--- config.mk ---
export PLATFORM = sky130hd
export DESIGN_NAME = ofdm_symbol_scheduler
export DESIGN_NICKNAME = d
export VERILOG_FILES = /design/src/rtl/ofdm_tx_pkg.sv /design/src/rtl/ofdm_sched_outreg.sv /design/src/rtl/ofdm_symbol_scheduler.sv
export SDC_FILE = /design/constraint.sdc
export NUM_CORES = 1
export LEC_CHECK = 0
export ABC_CLOCK_PERIOD_IN_PS = 2400
export BUFFER_PORTS_ARGS = -buffer_cell sky130_fd_sc_hd__buf_4
export CORE_UTILIZATION = 45
export CTS_CLUSTER_SIZE = 30
export DETAILED_ROUTE_END_ITERATION = 10
export GPL_ROUTABILITY_DRIVEN = 0
export GPL_TIMING_DRIVEN = 1
export PLACE_DENSITY = 0.78
export SKIP_LAST_GASP = 1
export SYNTH_ARGS = -nofsm -noshare
export SYNTH_HDL_FRONTEND = slang
export SYNTH_SLANG_ARGS = --single-unit
--- constraint.sdc ---
create_clock -name clk -period 2.4 [get_ports clk]
set_clock_uncertainty 0.05 [all_clocks]
set_input_delay 0.48 -clock clk [delete_from_list [all_inputs] [get_ports clk]]
set_output_delay 0.48 -clock clk [all_outputs]
set_load 0.01 [all_outputs]
--- src/rtl/ofdm_tx_pkg.sv ---
// Shared types and constants for the OFDM transmitter symbol path.
package ofdm_tx_pkg;

  localparam int unsigned N_DATA_SC     = 48;
  localparam int unsigned PILOT_SEQ_LEN = 127;
  localparam int unsigned SAMPLE_W      = 32;
  localparam int unsigned PILOT_IDX_W   = 7;
  localparam int unsigned SYM_CNT_W     = 16;

  typedef enum logic [1:0] {
    IDLE = 2'd0,
    SIG  = 2'd1,
    DATA = 2'd2,
    PAD  = 2'd3
  } sched_state_t;

  // One output beat toward the pilot inserter.
  typedef struct packed {
    logic [SAMPLE_W-1:0]    tdata;
    logic                   tlast;
    logic                   symb_tlast;
    logic [PILOT_IDX_W-1:0] pilot_idx;
  } sched_beat_t;

endpackage

--- src/rtl/ofdm_sched_outreg.sv ---
// Load-enabled output register stage for the symbol scheduler.
module ofdm_sched_outreg
  import ofdm_tx_pkg::*;
(
  input  logic        clk,
  input  logic        rst,
  input  logic        load_en,
  input  logic        in_valid,
  input  sched_beat_t in_beat,
  output logic        out_valid,
  output sched_beat_t out_beat
);

  // Valid follows every load; payload only updates with a real beat so it holds while idle.
  always_ff @(posedge clk) begin
    if (rst) begin
      out_valid <= 1'b0;
      out_beat  <= '0;
    end else if (load_en) begin
      out_valid <= in_valid;
      if (in_valid) begin
        out_beat <= in_beat;
      end
    end
  end

endmodule

--- src/rtl/ofdm_symbol_scheduler.sv ---
// Arbitrates SIGNAL and DATA sources into 48-sample OFDM symbols with pad and pilot tagging.
module ofdm_symbol_scheduler
  import ofdm_tx_pkg::*;
#(
  parameter int unsigned DATA_W        = SAMPLE_W,
  parameter int unsigned DATA_PER_SYM  = N_DATA_SC,
  parameter int unsigned PILOT_SEQ_LEN = ofdm_tx_pkg::PILOT_SEQ_LEN
) (
  input  logic                   clk,
  input  logic                   rst,
  input  logic                   s_sig_tvalid,
  output logic                   s_sig_tready,
  input  logic [DATA_W-1:0]      s_sig_tdata,
  input  logic                   s_sig_tlast,
  input  logic                   s_dat_tvalid,
  output logic                   s_dat_tready,
  input  logic [DATA_W-1:0]      s_dat_tdata,
  input  logic                   s_dat_tlast,
  output logic                   m_axis_tvalid,
  input  logic                   m_axis_tready,
  output logic [DATA_W-1:0]      m_axis_tdata,
  output logic                   m_axis_tlast,
  output logic                   m_axis_symb_tlast,
  output logic [PILOT_IDX_W-1:0] m_pilot_idx,
  output logic [SYM_CNT_W-1:0]   sym_count,
  output logic                   frame_done,
  output logic                   sig_len_err
);

  localparam int unsigned BEAT_W = $clog2(DATA_PER_SYM);
  localparam logic [BEAT_W-1:0]      LAST_BEAT  = BEAT_W'(DATA_PER_SYM - 1);
  localparam logic [PILOT_IDX_W-1:0] LAST_PILOT = PILOT_IDX_W'(PILOT_SEQ_LEN - 1);

  sched_state_t           state_q, state_d;
  logic [BEAT_W-1:0]      beat_cnt_q, beat_cnt_d;
  logic [PILOT_IDX_W-1:0] pilot_q, pilot_d;
  logic [SYM_CNT_W-1:0]   sym_count_d;
  logic                   sig_len_err_d;
  logic                   load_en_c;
  logic                   last_beat_c;
  logic                   in_valid;
  sched_beat_t            in_beat;
  logic                   out_valid;
  sched_beat_t            out_beat;

  assign load_en_c   = m_axis_tready | ~out_valid;
  assign last_beat_c = (beat_cnt_q == LAST_BEAT);

  // State, counters and the error pulse register.
  always_ff @(posedge clk) begin
    if (rst) begin
      state_q     <= IDLE;
      beat_cnt_q  <= '0;
      pilot_q     <= '0;
      sym_count   <= '0;
      sig_len_err <= 1'b0;
    end else begin
      state_q     <= state_d;
      beat_cnt_q  <= beat_cnt_d;
      pilot_q     <= pilot_d;
      sym_count   <= sym_count_d;
      sig_len_err <= sig_len_err_d;
    end
  end

  // Next-state, source handshakes and the beat offered to the output register.
  always_comb begin
    state_d       = state_q;
    beat_cnt_d    = beat_cnt_q;
    pilot_d       = pilot_q;
    sym_count_d   = sym_count;
    sig_len_err_d = 1'b0;
    s_sig_tready  = 1'b0;
    s_dat_tready  = 1'b0;
    in_valid      = 1'b0;
    in_beat       = '0;
    in_beat.pilot_idx = pilot_q;

    unique case (state_q)
      IDLE: begin
        if (s_sig_tvalid) begin
          state_d     = SIG;
          beat_cnt_d  = '0;
          pilot_d     = '0;
          sym_count_d = '0;
        end
      end

      SIG: begin
        s_sig_tready = load_en_c;
        if (s_sig_tvalid && load_en_c) begin
          in_valid           = 1'b1;
          in_beat.tdata      = SAMPLE_W'(s_sig_tdata);
          in_beat.symb_tlast = last_beat_c;
          // The SIGNAL symbol is always cut at 48 beats; a misplaced tlast is only flagged.
          sig_len_err_d      = (s_sig_tlast != last_beat_c);
          if (last_beat_c) begin
            beat_cnt_d = '0;
            pilot_d    = PILOT_IDX_W'(1);
            state_d    = DATA;
          end else begin
            beat_cnt_d = beat_cnt_q + BEAT_W'(1);
          end
        end
      end

      DATA: begin
        s_dat_tready = load_en_c;
        if (s_dat_tvalid && load_en_c) begin
          in_valid           = 1'b1;
          in_beat.tdata      = SAMPLE_W'(s_dat_tdata);
          in_beat.symb_tlast = last_beat_c;
          in_beat.tlast      = last_beat_c & s_dat_tlast;
          if (last_beat_c) begin
            beat_cnt_d  = '0;
            sym_count_d = sym_count + SYM_CNT_W'(1);
            if (s_dat_tlast) begin
              state_d = IDLE;
            end else begin
              pilot_d = (pilot_q == LAST_PILOT) ? '0 : pilot_q + PILOT_IDX_W'(1);
            end
          end else begin
            beat_cnt_d = beat_cnt_q + BEAT_W'(1);
            if (s_dat_tlast) begin
              state_d = PAD;
            end
          end
        end
      end

      PAD: begin
        if (load_en_c) begin
          in_valid           = 1'b1;
          in_beat.symb_tlast = last_beat_c;
          in_beat.tlast      = last_beat_c;
          if (last_beat_c) begin
            beat_cnt_d  = '0;
            sym_count_d = sym_count + SYM_CNT_W'(1);
            state_d     = IDLE;
          end else begin
            beat_cnt_d = beat_cnt_q + BEAT_W'(1);
          end
        end
      end

      default: state_d = IDLE;
    endcase
  end

  ofdm_sched_outreg u_outreg (
    .clk       (clk),
    .rst       (rst),
    .load_en   (load_en_c),
    .in_valid  (in_valid),
    .in_beat   (in_beat),
    .out_valid (out_valid),
    .out_beat  (out_beat)
  );

  assign m_axis_tvalid     = out_valid;
  assign m_axis_tdata      = DATA_W'(out_beat.tdata);
  assign m_axis_tlast      = out_beat.tlast;
  assign m_axis_symb_tlast = out_beat.symb_tlast;
  assign m_pilot_idx       = out_beat.pilot_idx;

  // Frame completion is the handshake of the tlast beat itself.
  assign frame_done = out_valid & m_axis_tready & out_beat.tlast;

endmodule
==> qor.csv, run 1 <==
stage;metric;value;unit
yosys;Cell variety after synth;55;
global_route;first-pass GRT wire length;16700;um
yosys;largest family of logic cells by synthesized area;compound AO/OA/AOI/OAI gates;
yosys;dominant cell type by area after synthesis;dfxtp_1;
route;drt first-iter violations;232;
sta;Max Fclk;425;MHz
route;vias per cell;5.72;
worst_setup_path;crit-path cells;inv_4 > ha_4 > nor2b_4 > a211o_4 > or4_4 > or4_4 > a21oi_2;
sta;Final setup viols;0;
yosys;Synth Flop Type;dfxtp_1;
global_route;initial antenna violation count;0;
global_route;vias in the first global route;3602;
route;total number of vias;4001;
clock_network;Worst-path clk slew;0.08;ns
route;Remaining DRCs;0;
placed_design;placed cells;681;
sta;Final Hold Fails;0;
yosys;syn_area_per_cell;8.04;um2
floorplan;die height;93.5;um
worst_setup_path;setup slack, reg-to-reg;0.05;ns
yosys;synth top area cells;dfxtp_1 (39%), a21oi_1 (9.3%), a22o_1 (7.4%);
sta;PnR worst setup slack;0.0457;ns
yosys;post-synthesis compound-gate area fraction;25.8;%
placed_design;Final HPWL DP;7570;um
yosys;post-synth net total;548;
layout;fin nets;673;
clock_network;Num CTS Buffers;9;
power_and_ir_drop;worst vdd ir;0.542;mV
power_and_ir_drop;switching pwr;0.00149;W
layout;Non-Filler Instances;700;
hold_path;WHS Path Cells;3;
global_route;gr usage total;24.0;%
worst_setup_path;R2R cell count;7;
yosys;Seq/Total Area, Yosys;39.4;%
sta;slew at the pin closest to its max-slew limit;0.607;ns
worst_setup_path;FF-to-FF End;sym_count[13];
worst_setup_path;CP endpoint kind;flop;
yosys;mux contribution to synthesized area;0.266;%
yosys;synthesized instance count;468;
route;Routed Antenna Nets;0;
floorplan;Core Area;0.00789;mm2
yosys;synthesized cell area;0.00376;mm2
worst_setup_path;CP max-delay cell;or4_4;
floorplan;DIE WIDTH;93.5;um
hold_path;Hold Path Sink;sig_len_err;
layout;post-layout util;65.9;%
worst_setup_path;CP Launch Type;flop;
worst_setup_path;Setup CP Type;flop to flop;
layout;layout cells sized above 1;32.8;%
global_route;largest net degree at the start of global routing;42;
worst_setup_path;r2r startpoint;state_q[1];
placed_design;Port Buffers;132;
clock_network;root buffer cell;clkbuf_8;
yosys;top-count cell post-synth;dfxtp_1;
clock_network;CTS Hold Bufs;0;
clock_network;maximum clock path buffer count;2;
route;1st-pass router iterations;4;
sta;final worst path period share;98.1;%
worst_setup_path;Arrival @ worst endpoint;2.59;ns
power_and_ir_drop;Switching Share;37.4;%
power_and_ir_drop;Pleak;2.05;nW
worst_setup_path;Most common cell on crit path;or4_4;
floorplan;Starting Density;47.7;%
power_and_ir_drop;Clk network pwr share;26.4;%
yosys;Post-synth EDFFs;0;
sta;final slew viol count;0;
clock_network;Clock Latency Late Sink;0.35;ns
power_and_ir_drop;Final Power;0.00400;W
route;drt wl/cell;15.1;um
floorplan;Core Rows;32;
clock_network;TritonCTS clock tree;built;
yosys;Synth Area in Simple Gates;25.1;%
hold_path;hold_sp;s_sig_tlast;
clock_network;CTS sink count;74;
power_and_ir_drop;power density over cell area;769;mW/mm2
floorplan;Die Area;0.00873;mm2
global_route;Remaining Overflow, GRT;0;
yosys;Synth Area in Adders;2.99;%
yosys;top post-synthesis cells by count;dfxtp_1 (74), a21oi_1 (70), nand2_1 (63);
power_and_ir_drop;Comb pwr share;40.8;%
run_status;status;complete, no violations;
sta;Rel. slew slack;59.4;%
worst_setup_path;Worst path max stage delay;0.58;ns
flow_run;Max Cap Viol;0;
placed_design;Place WS;-0.00678;ns
power_and_ir_drop;Seq pwr share;32.8;%
floorplan;IO Count;133;
yosys;Synth warnings;0;
clock_network;H-tree depth;3;
yosys;Synth Register Bits;74;
worst_setup_path;Worst EP required;2.63;ns
layout;Layout area overhead;38.1;%
power_and_ir_drop;P_int;0.00250;W
yosys;ys async rst share;0;%
sta;worst hold slack;0.355;ns
layout;fill cell count;681;
worst_setup_path;crit path max fanout;6;
yosys;xor/xnor share of the synthesized area;0.931;%
route;Routed WL;10500;um
layout;ant diodes;0;
hold_path;HP Class;primary input to flop;
sta;fin crit period;2.35;ns
yosys;top-area cell type share of the netlist area;39.4;%
final cells by class:
class | instances | area [um2] | area share (%)
multi-input combinational | 347 | 2160 | 41.5
sequential | 74 | 1490 | 28.7
timing repair buffer | 152 | 1170 | 22.4
clock buffer | 10 | 149 | 2.86
tap | 102 | 128 | 2.46
clock inverter | 6 | 70.1 | 1.35
inverter | 9 | 38.8 | 0.746
cells in the final DEF, fill, tap and decap left out, types with 4 or more instances in the layout:
cell	instances
buf_4	150
dfxtp_1	71
a21oi_1	67
nand2_1	63
nand3_1	43
a22o_1	32
nor2_1	19
o21ai_0	16
clkbuf_8	9
or4_1	8
inv_1	7
and3_1	7
o31ai_1	7
ha_1	7
nand4_1	5
and2_1	4
nor3_1	4
or3_1	4
critical path, delay by kind of cell, from the launching register on:
kind / cells / cell delay (ns)
AOI/OAI and AO/OA: 2 / 0.46
buffers and inverters: 1 / 0.04
DFF: 1 / 0.38
and+or+nand+nor: 3 / 1.21
adders and majority gates: 1 / 0.15
sequential cells by signal, indices dropped and copies added (netlist names):
name	count
pilot_q	7
beat_cnt_q	6
sym_count	16
u_outreg.out_valid	1
u_outreg.out_beat	41
sig_len_err	1
state_q	2
metal layers:
metal | up-vias | wire length, um | GRT usage (%)
met5 | - | 0 | 0
met4 | 0 | 157 | 9.10
li1 | 1964 | - | -
met1 | 1901 | 4520 | 30.8
met3 | 16 | 579 | 5.04
met2 | 120 | 5290 | 39.3
cells by family (layout without fill, tap and decap cells):
group	count (synthesis)	in the layout
adders and majority gates	9	9
buffers and inverters	48	177
xor gates and xnor gates	4	4
muxes	1	1
DFF	74	74
AOI/OAI and AO/OA	148	148
and+or+nand+nor	184	185
worst max-delay path by stage:
stage / cells after the start / slack, ns / end / from
floorplan: 9 / -0.03 / sym_count[7] / state_q[1]
global placement: 7 / 0.06 / sym_count[13] / state_q[0]
detailed placement: 7 / -0.007 / sym_count[11] / state_q[0]
CTS: 6 / 0.004 / sym_count[11] / beat_cnt_q[0]
global route: 7 / -0.02 / sym_count[7] / state_q[1]
finish: 7 / 0.05 / sym_count[13] / state_q[1]
metrics by stage:
stage | cell area, um2 | TNS, ns
after global routing | 5200 | -0.0314
final | 5200 | 0
after global placement | 4920 | 0
after detailed placement | 4920 | -0.00678
after CTS | 5150 | 0
after floorplan | 3810 | -0.0308
power groups by stage:
stage               registers (W)  logic, W  clock network (W)
finish                    0.00131   0.00163            0.00105
detailed placement        0.00134   0.00159                  0
floorplan                 0.00134   0.00104                  0
global placement          0.00133   0.00158                  0
CTS                       0.00131   0.00160            0.00107
global route              0.00132   0.00178            0.00112
repair_timing:
| action | 4_1_cts | 5_1_grt |
|---|---|---|
| setup buffers | 0 | 2 |
| endpoints found under the hold margin | 0 | 0 |
| endpoints found under the setup margin | 1 | 5 |
| gates resized for setup | 0 | 9 |
| pin swaps | 1 | 6 |
| cloned | 1 | 0 |
(Power assumes the default switching activity.)
==> run 2: changes to the inputs <==
ABC_CLOCK_PERIOD_IN_PS = 2900   (was 2400)
CORE_UTILIZATION = 54   (was 45)
MAX_ROUTING_LAYER = met4   (was not set)
PLACE_DENSITY = 0.88   (was 0.78)
clock period = 2.9 ns   (was 2.4 ns; I/O delays follow)
==> run 2 against run 1 <==
Compared with the run above:
- worst setup slack improved by 0.15 ns
- global-route usage up 4.9 points
- fmax down 13%
- sequential share of layout area rose by 0.58 points
- die area fell by 16%
- non-clock buffer count is 6 lower
- combinational power decreased by 24%
- clock power decreased by 5%
- core utilization rose by 9.1 points
- via count is 1.3% higher
==> qor.csv, run 2 (synthesis gave the netlist of run 1 again) <==
stage;metric;value;unit
placed_design;Place WS;0.223;ns
route;drt wl/cell;15.9;um
worst_setup_path;CP max-delay cell;or4_4;
placed_design;placed cells;655;
layout;most frequent cells in the layout;buf_4 (145), dfxtp_1 (74), a21oi_1 (70);
worst_setup_path;setup slack, reg-to-reg;0.19;ns
placed_design;Final HPWL DP;7490;um
layout;fill cell count;527;
hold_path;hold_sp;u_outreg.out_beat[7];
sta;Max Fclk;369;MHz
layout;post-layout util;75.0;%
worst_setup_path;CP Launch Type;flop;
sta;final worst path period share;93.3;%
flow_run;Max Cap Viol;0;
layout;Non-Filler Instances;671;
layout;layout cells sized above 1;29.3;%
worst_setup_path;WP buf/inv;1;
clock_network;TritonCTS clock tree;built;
worst_setup_path;Worst path max stage delay;0.57;ns
power_and_ir_drop;Pleak;2.01;nW
route;drt first-iter violations;211;
floorplan;Core Area;0.00676;mm2
power_and_ir_drop;worst vdd ir;0.472;mV
floorplan;DIE WIDTH;85.5;um
global_route;gr usage total;28.9;%
clock_network;Num CTS Buffers;9;
clock_network;H-tree depth;3;
floorplan;Core Rows;30;
worst_setup_path;crit-path cells;inv_1 > ha_1 > nor2b_1 > a211o_4 > or4_4 > or4_1 > a21oi_1;
worst_setup_path;Worst EP required;3.13;ns
sta;fin crit period;2.71;ns
hold_path;HP Class;flop to flop;
route;total number of vias;4052;
route;Remaining DRCs;0;
route;Routed Antenna Nets;0;
worst_setup_path;Setup CP Type;flop to flop;
layout;fin nets;666;
clock_network;setup bufs post-CTS;0;
layout;Layout area overhead;34.6;%
sta;Rel. slew slack;46.5;%
worst_setup_path;r2r startpoint;state_q[0];
worst_setup_path;FF-to-FF End;sym_count[13];
floorplan;IO Count;133;
floorplan;Starting Density;55.7;%
clock_network;Worst-path clk slew;0.08;ns
floorplan;die height;85.5;um
worst_setup_path;CP endpoint kind;flop;
run_status;status;complete, no violations;
layout;Reg with most FFs;u_outreg.out_beat;
hold_path;Hold Path Sink;u_outreg.out_beat[7];
sta;worst hold slack;0.408;ns
sta;Final setup viols;0;
clock_network;root buffer cell;clkbuf_8;
global_route;Remaining Overflow, GRT;0;
clock_network;CTS Hold Bufs;0;
layout;ant diodes;0;
worst_setup_path;R2R cell count;7;
hold_path;WHS Path Cells;2;
worst_setup_path;Arrival @ worst endpoint;2.94;ns
clock_network;CTS sink count;74;
floorplan;Die Area;0.00731;mm2
clock_network;post-cts sizing count;0;
global_route;largest net degree at the start of global routing;47;
route;1st-pass router iterations;5;
layout;commonest non-fill, non-tap cell in the layout;buf_4;
clock_network;Clock Latency Late Sink;0.36;ns
sta;Final Hold Fails;0;
route;vias per cell;6.04;
sta;slew at the pin closest to its max-slew limit;0.783;ns
global_route;first-pass GRT wire length;16300;um
global_route;initial antenna violation count;0;
route;Routed WL;10700;um
sta;setup TNS;0;ns
clock_network;maximum clock path buffer count;2;
global_route;vias in the first global route;3513;
worst_setup_path;crit path max fanout;12;
placed_design;Port Buffers;132;
layout;max FFs per register;41;
layout;largest registers;u_outreg.out_beat: 41 flops, sym_count: 16 flops, pilot_q: 7 flops;
worst_setup_path;crit-path leading delay family;simple AND/OR/NAND/NOR gates;
power_and_ir_drop;power density over cell area;656;mW/mm2
sta;PnR worst setup slack;0.193;ns
sta;final slew viol count;0;
sta;RSZ-0062 raised after global routing;false;
run 2: cell count changes in the layout (fill, tap and decap cells not counted), moves of 3 or more:
| cell | previous run | this run |
|---|---|---|
| a21oi_2 | 3 | 0 |
| buf_4 | 150 | 145 |
| dfxtp_1 | 71 | 74 |
| a21oi_1 | 67 | 70 |
run 2: tightest hold or removal path, stage by stage (launching register included):
cell and delay (ns):
dfxtp_1 0.31, nand2_1 0.05, a21oi_1 0.05
run 2: layout make-up:
cell class | instances | area [um2] | area share (%)
well taps | 80 | 100 | 1.98
repair buffers | 146 | 1110 | 21.9
clock buffers | 12 | 155 | 3.06
clock inverters | 4 | 97.6 | 1.93
inverters | 9 | 33.8 | 0.667
multi-input cells | 346 | 2090 | 41.2
flip-flops and latches | 74 | 1480 | 29.2
run 2: worst max path at each step:
| stage | start | to | slack [ns] | cells past startpoint |
|---|---|---|---|---|
| after CTS | state_q[0] | sym_count[13] | 0.21 | 7 |
| after global routing | state_q[0] | sym_count[11] | 0.07 | 7 |
| final | state_q[0] | sym_count[13] | 0.19 | 7 |
| after detailed placement | state_q[0] | sym_count[13] | 0.22 | 7 |
| after global placement | state_q[0] | sym_count[15] | 0.36 | 7 |
| after floorplan | state_q[1] | sym_count[15] | 0.30 | 9 |
run 2: power breakdown:
group	switching [W]	internal [W]
Clock	0.000383	0.000619
Combinational	0.000762	0.000475
Sequential	0.0000389	0.00105
Total	0.00118	0.00214
run 2: layer usage:
metal  GRT usage (%)  wire, um
met2            46.7      5330
met1            34.2      4320
met5               -         0
met3            6.23       716
met4            13.6       320
run 2: per-stage QoR:
stage	power, W	cell area (um2)
6_report	0.00332	5060
5_1_grt	0.00348	5060
4_1_cts	0.00331	5060
3_5_place_dp	0.00232	4810
3_3_place_gp	0.00228	4810
2_1_floorplan	0.00193	3760
==> run 3: changes to the inputs <==
==> constraint.sdc (replaced) <==
create_clock -name clk -period 2.9 [get_ports clk]
set_clock_uncertainty 0.05 [all_clocks]
set_input_delay 0.29 -clock clk [delete_from_list [all_inputs] [get_ports clk]]
set_output_delay 0.29 -clock clk [all_outputs]
set_load 0.01 [all_outputs]
==> run 3 against run 2 <==
Compared with the run above:
- first-iteration DRC count down 0.47%
- routed wire length is 0.96% lower
- final area is 1.4% lower
- hold slack lost 0.25 ns
- total power fell by 6.0%
- core utilization decreased by 1.1 points
- clock power fell by 18%
- sequential power about the same
- worst setup slack got worse by 0.014 ns
- cell count down 0.45%
- fmax down 0.53%
- via count up 0.54%
- critical endpoint is now sym_count[15]
- largest power group unchanged
==> qor.csv, run 3 (synthesis gave the netlist of run 1 again) <==
stage;metric;value;unit
run_status;status;complete, no violations;
worst_setup_path;Arrival @ worst endpoint;2.93;ns
worst_setup_path;Worst EP required;3.11;ns
global_route;largest net degree at the start of global routing;62;
power_and_ir_drop;Comb pwr share;39.1;%
clock_network;setup bufs post-CTS;0;
sta;setup TNS;0;ns
floorplan;die height;85.5;um
route;drt wl/cell;15.8;um
worst_setup_path;crit-path cells;inv_1 > ha_1 > nor2b_1 > a211o_4 > or4_4 > or4_1 > a21oi_1;
route;vias per cell;6.10;
power_and_ir_drop;Pleak;1.98;nW
sta;final worst path period share;93.8;%
global_route;Remaining Overflow, GRT;0;
worst_setup_path;Setup CP Type;flop to flop;
route;Remaining DRCs;0;
floorplan;IO Count;133;
worst_setup_path;CP Launch Type;flop;
floorplan;Core Area;0.00676;mm2
placed_design;Port Buffers;132;
sta;slew at the pin closest to its max-slew limit;0.799;ns
sta;Max Fclk;368;MHz
worst_setup_path;Worst path max stage delay;0.56;ns
layout;Reg with most FFs;u_outreg.out_beat;
flow_run;Max Cap Viol;0;
clock_network;Clock Latency Late Sink;0.35;ns
layout;max FFs per register;41;
worst_setup_path;critical path depth;7;
sta;Final Hold Fails;0;
clock_network;post-cts sizing count;0;
layout;largest registers;u_outreg.out_beat: 41 flops, sym_count: 16 flops, pilot_q: 7 flops;
worst_setup_path;WP buf/inv;1;
route;1st-pass router iterations;4;
sta;Rel. slew slack;45.3;%
route;Routed Antenna Nets;0;
global_route;first-pass GRT wire length;16500;um
global_route;gr usage total;29.3;%
power_and_ir_drop;P_int;0.00194;W
floorplan;DIE WIDTH;85.5;um
worst_setup_path;R2R cell count;7;
clock_network;Worst-path clk slew;0.08;ns
sta;fin crit period;2.72;ns
route;Routed WL;10600;um
clock_network;H-tree depth;3;
power_and_ir_drop;Clk network pwr share;26.2;%
worst_setup_path;CP endpoint kind;flop;
floorplan;Core Rows;30;
power_and_ir_drop;Seq pwr share;34.6;%
floorplan;Starting Density;55.7;%
placed_design;Place WS;0.221;ns
hold_path;HP Class;primary input to flop;
clock_network;root buffer cell;clkbuf_8;
sta;Final setup viols;0;
floorplan;Die Area;0.00731;mm2
worst_setup_path;CP max-delay cell;or4_4;
clock_network;maximum clock path buffer count;2;
clock_network;TritonCTS clock tree;built;
global_route;initial antenna violation count;0;
layout;ant diodes;0;
layout;fin nets;663;
layout;commonest non-fill, non-tap cell in the layout;buf_4;
sta;RSZ-0062 raised after global routing;false;
clock_network;CTS Hold Bufs;0;
layout;Layout area overhead;32.6;%
power_and_ir_drop;switching pwr;0.00119;W
layout;most frequent cells in the layout;buf_4 (142), dfxtp_1 (74), a21oi_1 (70);
power_and_ir_drop;power density over cell area;626;mW/mm2
clock_network;CTS sink count;74;
route;drt first-iter violations;210;
route;total number of vias;4074;
sta;PnR worst setup slack;0.179;ns
power_and_ir_drop;Switching Share;38.0;%
clock_network;Num CTS Buffers;9;
hold_path;WHS Path Cells;3;
worst_setup_path;crit path max fanout;12;
layout;fill cell count;509;
worst_setup_path;crit-path leading delay family;simple AND/OR/NAND/NOR gates;
layout;layout cells sized above 1;29.1;%
global_route;vias in the first global route;3538;
power_and_ir_drop;worst vdd ir;0.375;mV
placed_design;Final HPWL DP;7370;um
sta;final slew viol count;0;
-- run 3: cell types whose count changed in the layout (fill, tap and decap cells not counted) --
cell       before  now
buf_4         145  142
bufinv_16       3    1
clkinv_2        0    2
clkbuf_1        1    0
clkbuf_8       11   10
clkinv_4        0    1
inv_6           0    1
-- run 3: worst register-to-register path: cells and delay by family (launching register included) --
family	cells	cell delay, ns
and+or+nand+nor	3	1.25
AOI/OAI and AO/OA	2	0.50
DFF	1	0.45
adders and majority gates	1	0.27
buffers and inverters	1	0.12
-- run 3: final timing paths --
check / slack [ns] / startpoint / to
hold / removal: 0.15 / s_sig_tlast / sig_len_err
hold reg to reg: 0.41 / u_outreg.out_beat[7] / u_outreg.out_beat[7]
setup / recovery: 0.18 / state_q[0] / sym_count[15]
setup reg to reg: 0.18 / state_q[0] / sym_count[15]
-- run 3: per-layer routing --
metal	GRT usage, %	share of wire, %
met1	35.2	41
met2	48.0	51
met3	5.25	5.8
met4	13.0	2.6
met5	-	0
-- run 3: final cells by class --
class / instances / area (um2) / share of cell area, %
Clock buffer: 10 / 138 / 2.76
Sequential cell: 74 / 1480 / 29.7
Timing Repair Buffer: 143 / 1090 / 21.8
Multi-Input combinational cell: 346 / 2090 / 41.8
Tap cell: 80 / 100 / 2.01
Inverter: 9 / 33.8 / 0.677
Clock inverter: 6 / 65.1 / 1.30
-- run 3: power by group through the flow --
stage | clock, W | combinational (W) | sequential, W
final | 0.000820 | 0.00122 | 0.00108
after global routing | 0.000880 | 0.00133 | 0.00109
after CTS | 0.000831 | 0.00121 | 0.00108
after detailed placement | 0 | 0.00120 | 0.00111
after global placement | 0 | 0.00117 | 0.00110
after floorplan | 0 | 0.000826 | 0.00110
-- run 3: through the flow --
stage	utilization, %	area, um2	total power, W	instances	hold WS (ns)
floorplan	-	3760	0.00193	468	0.399
CTS	73.9	4990	0.00312	668	0.150
detailed placement	70.9	4790	0.00230	652	0.398
finish	73.9	4990	0.00312	668	0.154
global placement	70.9	4790	0.00227	652	0.393
global route	73.9	4990	0.00330	668	0.168
